<file path="config.mk">
export PLATFORM = sky130hd
export DESIGN_NAME = lsu_arbiter_flat
export DESIGN_NICKNAME = d
export VERILOG_FILES = /design/src/rtl/lsu_arbiter_if.sv /design/src/rtl/lsu_arbiter.sv /design/src/flat_wrapper.sv
export SDC_FILE = /design/constraint.sdc
export NUM_CORES = 1
export LEC_CHECK = 0
export CORE_UTILIZATION = 30
export DETAILED_ROUTE_END_ITERATION = 10
export HOLD_SLACK_MARGIN = 0.08
export PLACE_DENSITY = 0.62
export SYNTH_ARGS = -nofsm -noshare
export SYNTH_HDL_FRONTEND = slang
export SYNTH_SLANG_ARGS = --single-unit
</file>
<file path="constraint.sdc">
create_clock -name i_clk -period 5.3 [get_ports i_clk]
set_input_delay 1.325 -clock i_clk [delete_from_list [all_inputs] [get_ports i_clk]]
set_output_delay 1.325 -clock i_clk [all_outputs]
set_load 0.01 [all_outputs]
</file>
<file path="src/rtl/lsu_arbiter_if.sv">
// Bundle of the two requester ports and the LSU-facing bus used by lsu_arbiter.
// The slave modport is the arbiter's view; master is the requesters/LSU side.
interface lsu_arbiter_if #(
  parameter int ADDR_W = 32,
  parameter int DATA_W = 32
);
  logic              i_p0_valid;
  logic [ADDR_W-1:0] i_p0_addr;
  logic [DATA_W-1:0] i_p0_wdata;
  logic              i_p0_wren;
  logic              o_p0_ready;
  logic              o_p0_rsp_valid;
  logic [DATA_W-1:0] o_p0_rdata;

  logic              i_p1_valid;
  logic [ADDR_W-1:0] i_p1_addr;
  logic [DATA_W-1:0] i_p1_wdata;
  logic              i_p1_wren;
  logic              o_p1_ready;
  logic              o_p1_rsp_valid;
  logic [DATA_W-1:0] o_p1_rdata;

  logic [ADDR_W-1:0] o_lsu_addr;
  logic [DATA_W-1:0] o_lsu_st_data;
  logic              o_lsu_wren;
  logic              o_lsu_busy;
  logic [DATA_W-1:0] i_lsu_ld_data;

  modport slave (
    input  i_p0_valid, i_p0_addr, i_p0_wdata, i_p0_wren,
    output o_p0_ready, o_p0_rsp_valid, o_p0_rdata,
    input  i_p1_valid, i_p1_addr, i_p1_wdata, i_p1_wren,
    output o_p1_ready, o_p1_rsp_valid, o_p1_rdata,
    output o_lsu_addr, o_lsu_st_data, o_lsu_wren, o_lsu_busy,
    input  i_lsu_ld_data
  );

  modport master (
    output i_p0_valid, i_p0_addr, i_p0_wdata, i_p0_wren,
    input  o_p0_ready, o_p0_rsp_valid, o_p0_rdata,
    output i_p1_valid, i_p1_addr, i_p1_wdata, i_p1_wren,
    input  o_p1_ready, o_p1_rsp_valid, o_p1_rdata,
    input  o_lsu_addr, o_lsu_st_data, o_lsu_wren, o_lsu_busy,
    output i_lsu_ld_data
  );
endinterface

</file>
<file path="src/rtl/lsu_arbiter.sv">
// Shares one load/store unit between the CPU (port 0, priority) and a secondary
// master (port 1), with an anti-starvation counter that eventually forces port 1 in.
module lsu_arbiter #(
  parameter int ADDR_W   = 32,
  parameter int DATA_W   = 32,
  parameter int MAX_WAIT = 4
) (
  input  logic         i_clk,
  input  logic         i_rst,
  lsu_arbiter_if.slave bus
);

  typedef enum logic {IDLE, ISSUE} state_e;

  localparam logic [3:0] MaxWait = 4'(MAX_WAIT);

  state_e            state_q, state_d;
  logic [3:0]        starveCnt_q, starveCnt_d;
  logic [ADDR_W-1:0] addr_q, addr_d;
  logic [DATA_W-1:0] wdata_q, wdata_d;
  logic              wren_q, wren_d;
  logic              owner_q, owner_d;
  logic              rsp0_q, rsp0_d;
  logic              rsp1_q, rsp1_d;
  logic [DATA_W-1:0] rdata0_q, rdata0_d;
  logic [DATA_W-1:0] rdata1_q, rdata1_d;
  logic              p0Win, p1Win;

  always_ff @(posedge i_clk or posedge i_rst) begin
    if (i_rst) begin
      state_q     <= IDLE;
      starveCnt_q <= '0;
      addr_q      <= '0;
      wdata_q     <= '0;
      wren_q      <= 1'b0;
      owner_q     <= 1'b0;
      rsp0_q      <= 1'b0;
      rsp1_q      <= 1'b0;
      rdata0_q    <= '0;
      rdata1_q    <= '0;
    end else begin
      state_q     <= state_d;
      starveCnt_q <= starveCnt_d;
      addr_q      <= addr_d;
      wdata_q     <= wdata_d;
      wren_q      <= wren_d;
      owner_q     <= owner_d;
      rsp0_q      <= rsp0_d;
      rsp1_q      <= rsp1_d;
      rdata0_q    <= rdata0_d;
      rdata1_q    <= rdata1_d;
    end
  end

  // Ready is gated by reset so that every output reads 0 while reset is held.
  always_comb begin
    state_d           = state_q;
    starveCnt_d       = starveCnt_q;
    addr_d            = addr_q;
    wdata_d           = wdata_q;
    wren_d            = wren_q;
    owner_d           = owner_q;
    rsp0_d            = 1'b0;
    rsp1_d            = 1'b0;
    rdata0_d          = rdata0_q;
    rdata1_d          = rdata1_q;
    p0Win             = 1'b0;
    p1Win             = 1'b0;
    bus.o_p0_ready    = 1'b0;
    bus.o_p1_ready    = 1'b0;
    bus.o_lsu_busy    = 1'b0;
    bus.o_lsu_addr    = '0;
    bus.o_lsu_st_data = '0;
    bus.o_lsu_wren    = 1'b0;

    case (state_q)
      IDLE: begin
        p1Win          = bus.i_p1_valid && ((starveCnt_q == MaxWait) || !bus.i_p0_valid);
        p0Win          = bus.i_p0_valid && !p1Win;
        bus.o_p0_ready = p0Win && !i_rst;
        bus.o_p1_ready = p1Win && !i_rst;
        if (p1Win) begin
          addr_d      = bus.i_p1_addr;
          wdata_d     = bus.i_p1_wdata;
          wren_d      = bus.i_p1_wren;
          owner_d     = 1'b1;
          starveCnt_d = '0;
          state_d     = ISSUE;
        end else if (p0Win) begin
          addr_d  = bus.i_p0_addr;
          wdata_d = bus.i_p0_wdata;
          wren_d  = bus.i_p0_wren;
          owner_d = 1'b0;
          state_d = ISSUE;
          if (bus.i_p1_valid && (starveCnt_q < MaxWait)) begin
            starveCnt_d = starveCnt_q + 4'd1;
          end
        end
        if (!bus.i_p1_valid) begin
          starveCnt_d = '0;
        end
      end
      ISSUE: begin
        bus.o_lsu_busy    = 1'b1;
        bus.o_lsu_addr    = addr_q;
        bus.o_lsu_st_data = wdata_q;
        bus.o_lsu_wren    = wren_q;
        if (owner_q) begin
          rsp1_d   = 1'b1;
          rdata1_d = wren_q ? '0 : bus.i_lsu_ld_data;
        end else begin
          rsp0_d   = 1'b1;
          rdata0_d = wren_q ? '0 : bus.i_lsu_ld_data;
        end
        state_d = IDLE;
      end
      default: state_d = IDLE;
    endcase
  end

  assign bus.o_p0_rsp_valid = rsp0_q;
  assign bus.o_p1_rsp_valid = rsp1_q;
  assign bus.o_p0_rdata     = rdata0_q;
  assign bus.o_p1_rdata     = rdata1_q;

endmodule

</file>
<file path="src/flat_wrapper.sv">
// flat-port wrapper written by rule: the top's interface ports become plain ports
module lsu_arbiter_flat 
#(
  parameter int ADDR_W   = 32,
  parameter int DATA_W   = 32,
  parameter int MAX_WAIT = 4
)
  (i_clk, i_rst, bus_i_p0_valid, bus_i_p0_addr, bus_i_p0_wdata, bus_i_p0_wren, bus_o_p0_ready, bus_o_p0_rsp_valid, bus_o_p0_rdata, bus_i_p1_valid, bus_i_p1_addr, bus_i_p1_wdata, bus_i_p1_wren, bus_o_p1_ready, bus_o_p1_rsp_valid, bus_o_p1_rdata, bus_o_lsu_addr, bus_o_lsu_st_data, bus_o_lsu_wren, bus_o_lsu_busy, bus_i_lsu_ld_data);
  lsu_arbiter_if #(.ADDR_W(ADDR_W), .DATA_W(DATA_W)) bus_i ();
  input  logic i_clk;
  input  logic i_rst;
  input wire logic [$bits(bus_i.i_p0_valid)-1:0] bus_i_p0_valid;
  input wire logic [$bits(bus_i.i_p0_addr)-1:0] bus_i_p0_addr;
  input wire logic [$bits(bus_i.i_p0_wdata)-1:0] bus_i_p0_wdata;
  input wire logic [$bits(bus_i.i_p0_wren)-1:0] bus_i_p0_wren;
  output wire logic [$bits(bus_i.o_p0_ready)-1:0] bus_o_p0_ready;
  output wire logic [$bits(bus_i.o_p0_rsp_valid)-1:0] bus_o_p0_rsp_valid;
  output wire logic [$bits(bus_i.o_p0_rdata)-1:0] bus_o_p0_rdata;
  input wire logic [$bits(bus_i.i_p1_valid)-1:0] bus_i_p1_valid;
  input wire logic [$bits(bus_i.i_p1_addr)-1:0] bus_i_p1_addr;
  input wire logic [$bits(bus_i.i_p1_wdata)-1:0] bus_i_p1_wdata;
  input wire logic [$bits(bus_i.i_p1_wren)-1:0] bus_i_p1_wren;
  output wire logic [$bits(bus_i.o_p1_ready)-1:0] bus_o_p1_ready;
  output wire logic [$bits(bus_i.o_p1_rsp_valid)-1:0] bus_o_p1_rsp_valid;
  output wire logic [$bits(bus_i.o_p1_rdata)-1:0] bus_o_p1_rdata;
  output wire logic [$bits(bus_i.o_lsu_addr)-1:0] bus_o_lsu_addr;
  output wire logic [$bits(bus_i.o_lsu_st_data)-1:0] bus_o_lsu_st_data;
  output wire logic [$bits(bus_i.o_lsu_wren)-1:0] bus_o_lsu_wren;
  output wire logic [$bits(bus_i.o_lsu_busy)-1:0] bus_o_lsu_busy;
  input wire logic [$bits(bus_i.i_lsu_ld_data)-1:0] bus_i_lsu_ld_data;
  assign bus_i.i_p0_valid = bus_i_p0_valid;
  assign bus_i.i_p0_addr = bus_i_p0_addr;
  assign bus_i.i_p0_wdata = bus_i_p0_wdata;
  assign bus_i.i_p0_wren = bus_i_p0_wren;
  assign bus_o_p0_ready = bus_i.o_p0_ready;
  assign bus_o_p0_rsp_valid = bus_i.o_p0_rsp_valid;
  assign bus_o_p0_rdata = bus_i.o_p0_rdata;
  assign bus_i.i_p1_valid = bus_i_p1_valid;
  assign bus_i.i_p1_addr = bus_i_p1_addr;
  assign bus_i.i_p1_wdata = bus_i_p1_wdata;
  assign bus_i.i_p1_wren = bus_i_p1_wren;
  assign bus_o_p1_ready = bus_i.o_p1_ready;
  assign bus_o_p1_rsp_valid = bus_i.o_p1_rsp_valid;
  assign bus_o_p1_rdata = bus_i.o_p1_rdata;
  assign bus_o_lsu_addr = bus_i.o_lsu_addr;
  assign bus_o_lsu_st_data = bus_i.o_lsu_st_data;
  assign bus_o_lsu_wren = bus_i.o_lsu_wren;
  assign bus_o_lsu_busy = bus_i.o_lsu_busy;
  assign bus_i.i_lsu_ld_data = bus_i_lsu_ld_data;
  lsu_arbiter #(.ADDR_W(ADDR_W), .DATA_W(DATA_W), .MAX_WAIT(MAX_WAIT)) u_core (.i_clk(i_clk), .i_rst(i_rst), .bus(bus_i));
endmodule
</file>
* After elaboration in Yosys (flattened, before gate mapping)
Cells that the tools add are included.
** Storage, ports and cells
- Output and inout bits :: 134
- Word-level logic and storage cells :: 57
- Flip-flop bits (word level) :: 137
- Bits of input ports :: 166
** Cells by class
- Reduce and logical (&&, ||, !) cells :: 14
- Bitwise gates (word level) :: 2
- $add $sub $neg :: 1
- Mux-type cells :: 26
- Equality and inequality tests :: 3
- Magnitude comparators :: 1
** Operators by type and width (number)
- 2-to-1 mux 32 bit :: 7
- 2-to-1 mux 4 bit :: 4
- 2-to-1 mux 1 bit :: 14
- != test 3 x 1 -> 1 bit, second input constant :: 2
- AND reduction 2 bit :: 3
- logical AND 1 bit :: 5
- adder 4 x 1 -> 4 bit, second input constant :: 1
- == test 4 x 3 -> 1 bit, second input constant :: 1
- less-than comparator 4 x 3 -> 1 bit, second input constant :: 1
- zero test 1 bit :: 3
- AND reduction 3 bit :: 1
- inverter 1 bit :: 2
- one-hot mux 1 bit (2 select lines) :: 1
- nonzero test 2 bit :: 1
- logical OR 1 bit :: 1

* Logic depth before layout (Yosys ltp)
- Depth after elaboration :: 8
- Depth in mapped cells :: 8
- Depth with buffers taken out :: 6

* Worst setup path before layout
No wires, ideal clock.
- Path type :: input to output
- Start point :: input bus_i_p0_valid
- End point :: output bus_o_p0_ready
- Data required time :: 3.975 ns
- Arrival time :: 2.060 ns
- Path slack :: 1.915 ns
- Buffers on the path :: 1
- Stages on the path :: 4
- Cell sequence :: inv_2 o21a_1 buf_2 nor4_1
** Between the ends
- Cells in the longest elaborated chain, start to end :: 7
** RTL lines
- from (decl) :: line flat_wrapper.sv:12 : input wire logic [$bits(bus_i.i_p0_valid)-1:0] bus_i_p0_valid;
- zero test 1 bit :: line lsu_arbiter.sv:78 : p1Win = bus.i_p1_valid && ((starveCnt_q == MaxWait) || !bus.i_p0_valid);
- logical OR 1 bit :: line lsu_arbiter.sv:78
- logical AND 1 bit :: line lsu_arbiter.sv:78
- zero test 1 bit :: line lsu_arbiter.sv:79 : p0Win = bus.i_p0_valid && !p1Win;
- logical AND 1 bit (*) :: line lsu_arbiter.sv:79
- logical AND 1 bit (*) :: line lsu_arbiter.sv:80 : bus.o_p0_ready = p0Win && !i_rst;
- 2-to-1 mux 1 bit (*) :: line lsu_arbiter.sv:76 : case (state_q)
- to (decl) :: line flat_wrapper.sv:16 : output wire logic [$bits(bus_i.o_p0_ready)-1:0] bus_o_p0_ready;
Mark *: on every way between the ends. The rest lies on a longest branch, timed or not.

* Final worst setup path
Ends and elaborated chain as after synthesis.

==> reports/metrics.cfg <==
[outcome]
outcome=finished, final reports clean

[setup_path]
cp.required_ns=3.97
worstSetupStartpointType=input pin
r2r_cells=5
cp_max_fo=6
cp_slowest_stage_delay_ns=0.58
worst-path-buf-inv=3
crit_slowest_cell=clkdlybuf4s50_1
cp_common_cell=clkdlybuf4s50_1
endpoint=bus_o_p0_ready
cp-end-kind=output port
worstPathCellList=clkdlybuf4s50_1 -> inv_2 -> o21a_2 -> nor4_1 -> clkdlybuf4s50_1
ff2ff_setup_slack_ns=2.91
path_class=in -> out
arrival_ns=2.97
r2r-start=u_core.state_q
startpoint=bus_i_p0_valid
cp_num_cells=5
worstReg2RegEnd=u_core.addr_q[3]
critPathTopFamily=buffers and inverters

[detailed_routing]
routed_wl_um=18600
num_vias=5600
drt_pre_antenna_iters=4
drt-initial-drc-count=201
drc_errors=0
ant_nets=0
vias_per_cell=4.42
wl_per_cell_um=14.7

[global_route]
antenna_found_initial=0
grt_usage_pct=18.0
grt_max_degree=83
grt_pass1_vias=5536
grt_pass1_wl_um=30100
grt_overflow=0

[power]
p_leak_nw=4.16
ir_drop_uv=198
power_density_nw_per_um2=382

[floorplan]
ios=300
core_area_um2=20200
start_util_pct=30.6
die-area_um2=21200
die_h_um=146
rows=52
die_w_um=146

[placement]
io_buffers=299
post_dp_cell_area_um2=9360
gp_congestion=0.756
place_hpwl_um=12600
dp_slack_ns=0.995

[cells_and_area]
diodes=0
area_growth_syn_to_layout_pct=61.0
mostFrequentLayoutCell=clkdlybuf4s50_1
layout_common_cells=clkdlybuf4s50_1 (299), nand2_1 (196), dfrtp_1 (136)
drive_gt1_share_pct=4.72
fin_nets=1152
fin_area_um2=9970

[logic_synthesis]
async_flop_share_pct=100
yosys.area.top_type=dfrtp_1
postSynthCellCount=711
yosys-top-cells-area=dfrtp_1 (55%), nand2_1 (12%), a31oi_1 (6.6%)
ys_ff_latch=137
avgSynthCellArea_um2=8.71
synth_ff_type=dfrtp_1
synth_edf_count=0
yosysSeqAreaShare_pct=55.4
yosys.area.top_type_share_pct=55.4
mappedNetlistArea_um2=6190
yosysWarningCount=0
ys_types=25
synthesis.nets=879

[min_path]
hp-class=reg -> reg

[clock_network]
holdBufCountCts=0
h-tree-depth=4
clk_path_buf_depth=2
postCtsSetupBuffers=0
cts_resized=0
clk_pin_slew_ns=0.06
cts.sinks=137
clk_latency_ns=0.41
cts_root_buf=clkbuf_16
cts_made_buffers=17
cts_tree=built

[sta]
rsz0062_at_grt=false
fin_skew_ns=0.00969
setup_slack_ns=1.00
maxSlewHeadroom_pct=30.5
finalSetupViolations=0
final_hold_viol_count=0
setup_tns_ns=0
period_needed_ns=4.30
min_period_over_period_pct=81.0
fmax_ghz=0.233
slew_violations=0
worst_pin_slew_ns=1.04

[job]
cap_violations=0

-- flip-flops by register name, summed over array words and instances, names as in the netlist --
signal	flops
u_core.wdata_q	32
u_core.bus.o_p0_rsp_valid	1
u_core.bus.o_p1_rdata	32
u_core.addr_q	32
u_core.state_q	1
u_core.owner_q	1
u_core.wren_q	1
u_core.bus.o_p1_rsp_valid	1
u_core.bus.o_p0_rdata	32
u_core.starveCnt_q	4
-- worst register-to-register path, delay by kind of cell, from the launching register on --
kind / cells / cell delay, ns
DFF: 1 / 0.66
buffers and inverters: 2 / 0.86
AOI/OAI and AO/OA: 1 / 0.16
and+or+nand+nor: 2 / 0.63
-- report_power, final --
| group | internal (mW) | switching (mW) | total (mW) |
|---|---|---|---|
| Clock | 0.751 | 0.489 | 1.24 |
| Sequential | 1.29 | 0.128 | 1.42 |
| Combinational | 0.644 | 0.504 | 1.15 |
-- layer usage --
| layer | vias up | track usage [%] | wire [um] |
|---|---|---|---|
| li1 | 2856 | - | - |
| met1 | 2543 | 23.3 | 8400 |
| met2 | 193 | 28.7 | 8580 |
| met3 | 8 | 6.46 | 1440 |
| met4 | 0 | 4.05 | 132 |
| met5 | - | 0 | 0 |
-- cell type report --
cell class	count	area (um2)
inverter	9	38.8
clock inverter	14	185
sequential	137	3430
timing repair buffer	307	3070
fill	1982	10300
tap	270	338
multi-input combinational	512	2480
clock buffer	17	425
-- through the flow --
step	total power [mW]	std cells	util, %	hold WS (ns)
2_1_floorplan	1.91	711	-	0.479
3_3_place_gp	2.59	1235	46.2	0.461
3_5_place_dp	2.60	1235	46.2	0.469
4_1_cts	3.87	1266	49.3	0.483
5_1_grt	4.03	1266	49.3	0.501
6_report	3.81	1266	49.3	0.479
-- how the worst min path moves through the flow --
stage	cells after the start	slack, ns	from	endpoint
2_1_floorplan	1	0.48	u_core.starveCnt_q[0]	u_core.starveCnt_q[0]
5_1_grt	2	0.50	u_core.bus.o_p0_rdata[1]	u_core.bus.o_p0_rdata[1]
3_5_place_dp	2	0.47	u_core.bus.o_p0_rdata[31]	u_core.bus.o_p0_rdata[31]
6_report	2	0.48	u_core.bus.o_p1_rdata[23]	u_core.bus.o_p1_rdata[23]
4_1_cts	2	0.48	u_core.bus.o_p0_rdata[31]	u_core.bus.o_p0_rdata[31]
3_3_place_gp	2	0.46	u_core.bus.o_p1_rdata[31]	u_core.bus.o_p1_rdata[31]
-- cell usage after synthesis, drive strengths merged, types with 3 or more instances --
cell type	n
buf	27
and2	65
clkbuf	26
nand2	198
inv	9
nor2	69
a31oi	65
o21ai	68
dfrtp	137
nand2b	33
a21oi	3
-- kinds of logic after synthesis --
kind of cell	after synthesis	synth area share (%)
buffers and inverters	62	4.81
flip-flops	137	55.4
adder cells (fa/ha/maj)	2	0.404
AO/OA/AOI/OAI	139	12.7
AND/OR/NAND/NOR	371	26.7
(Power assumes the default switching activity.)
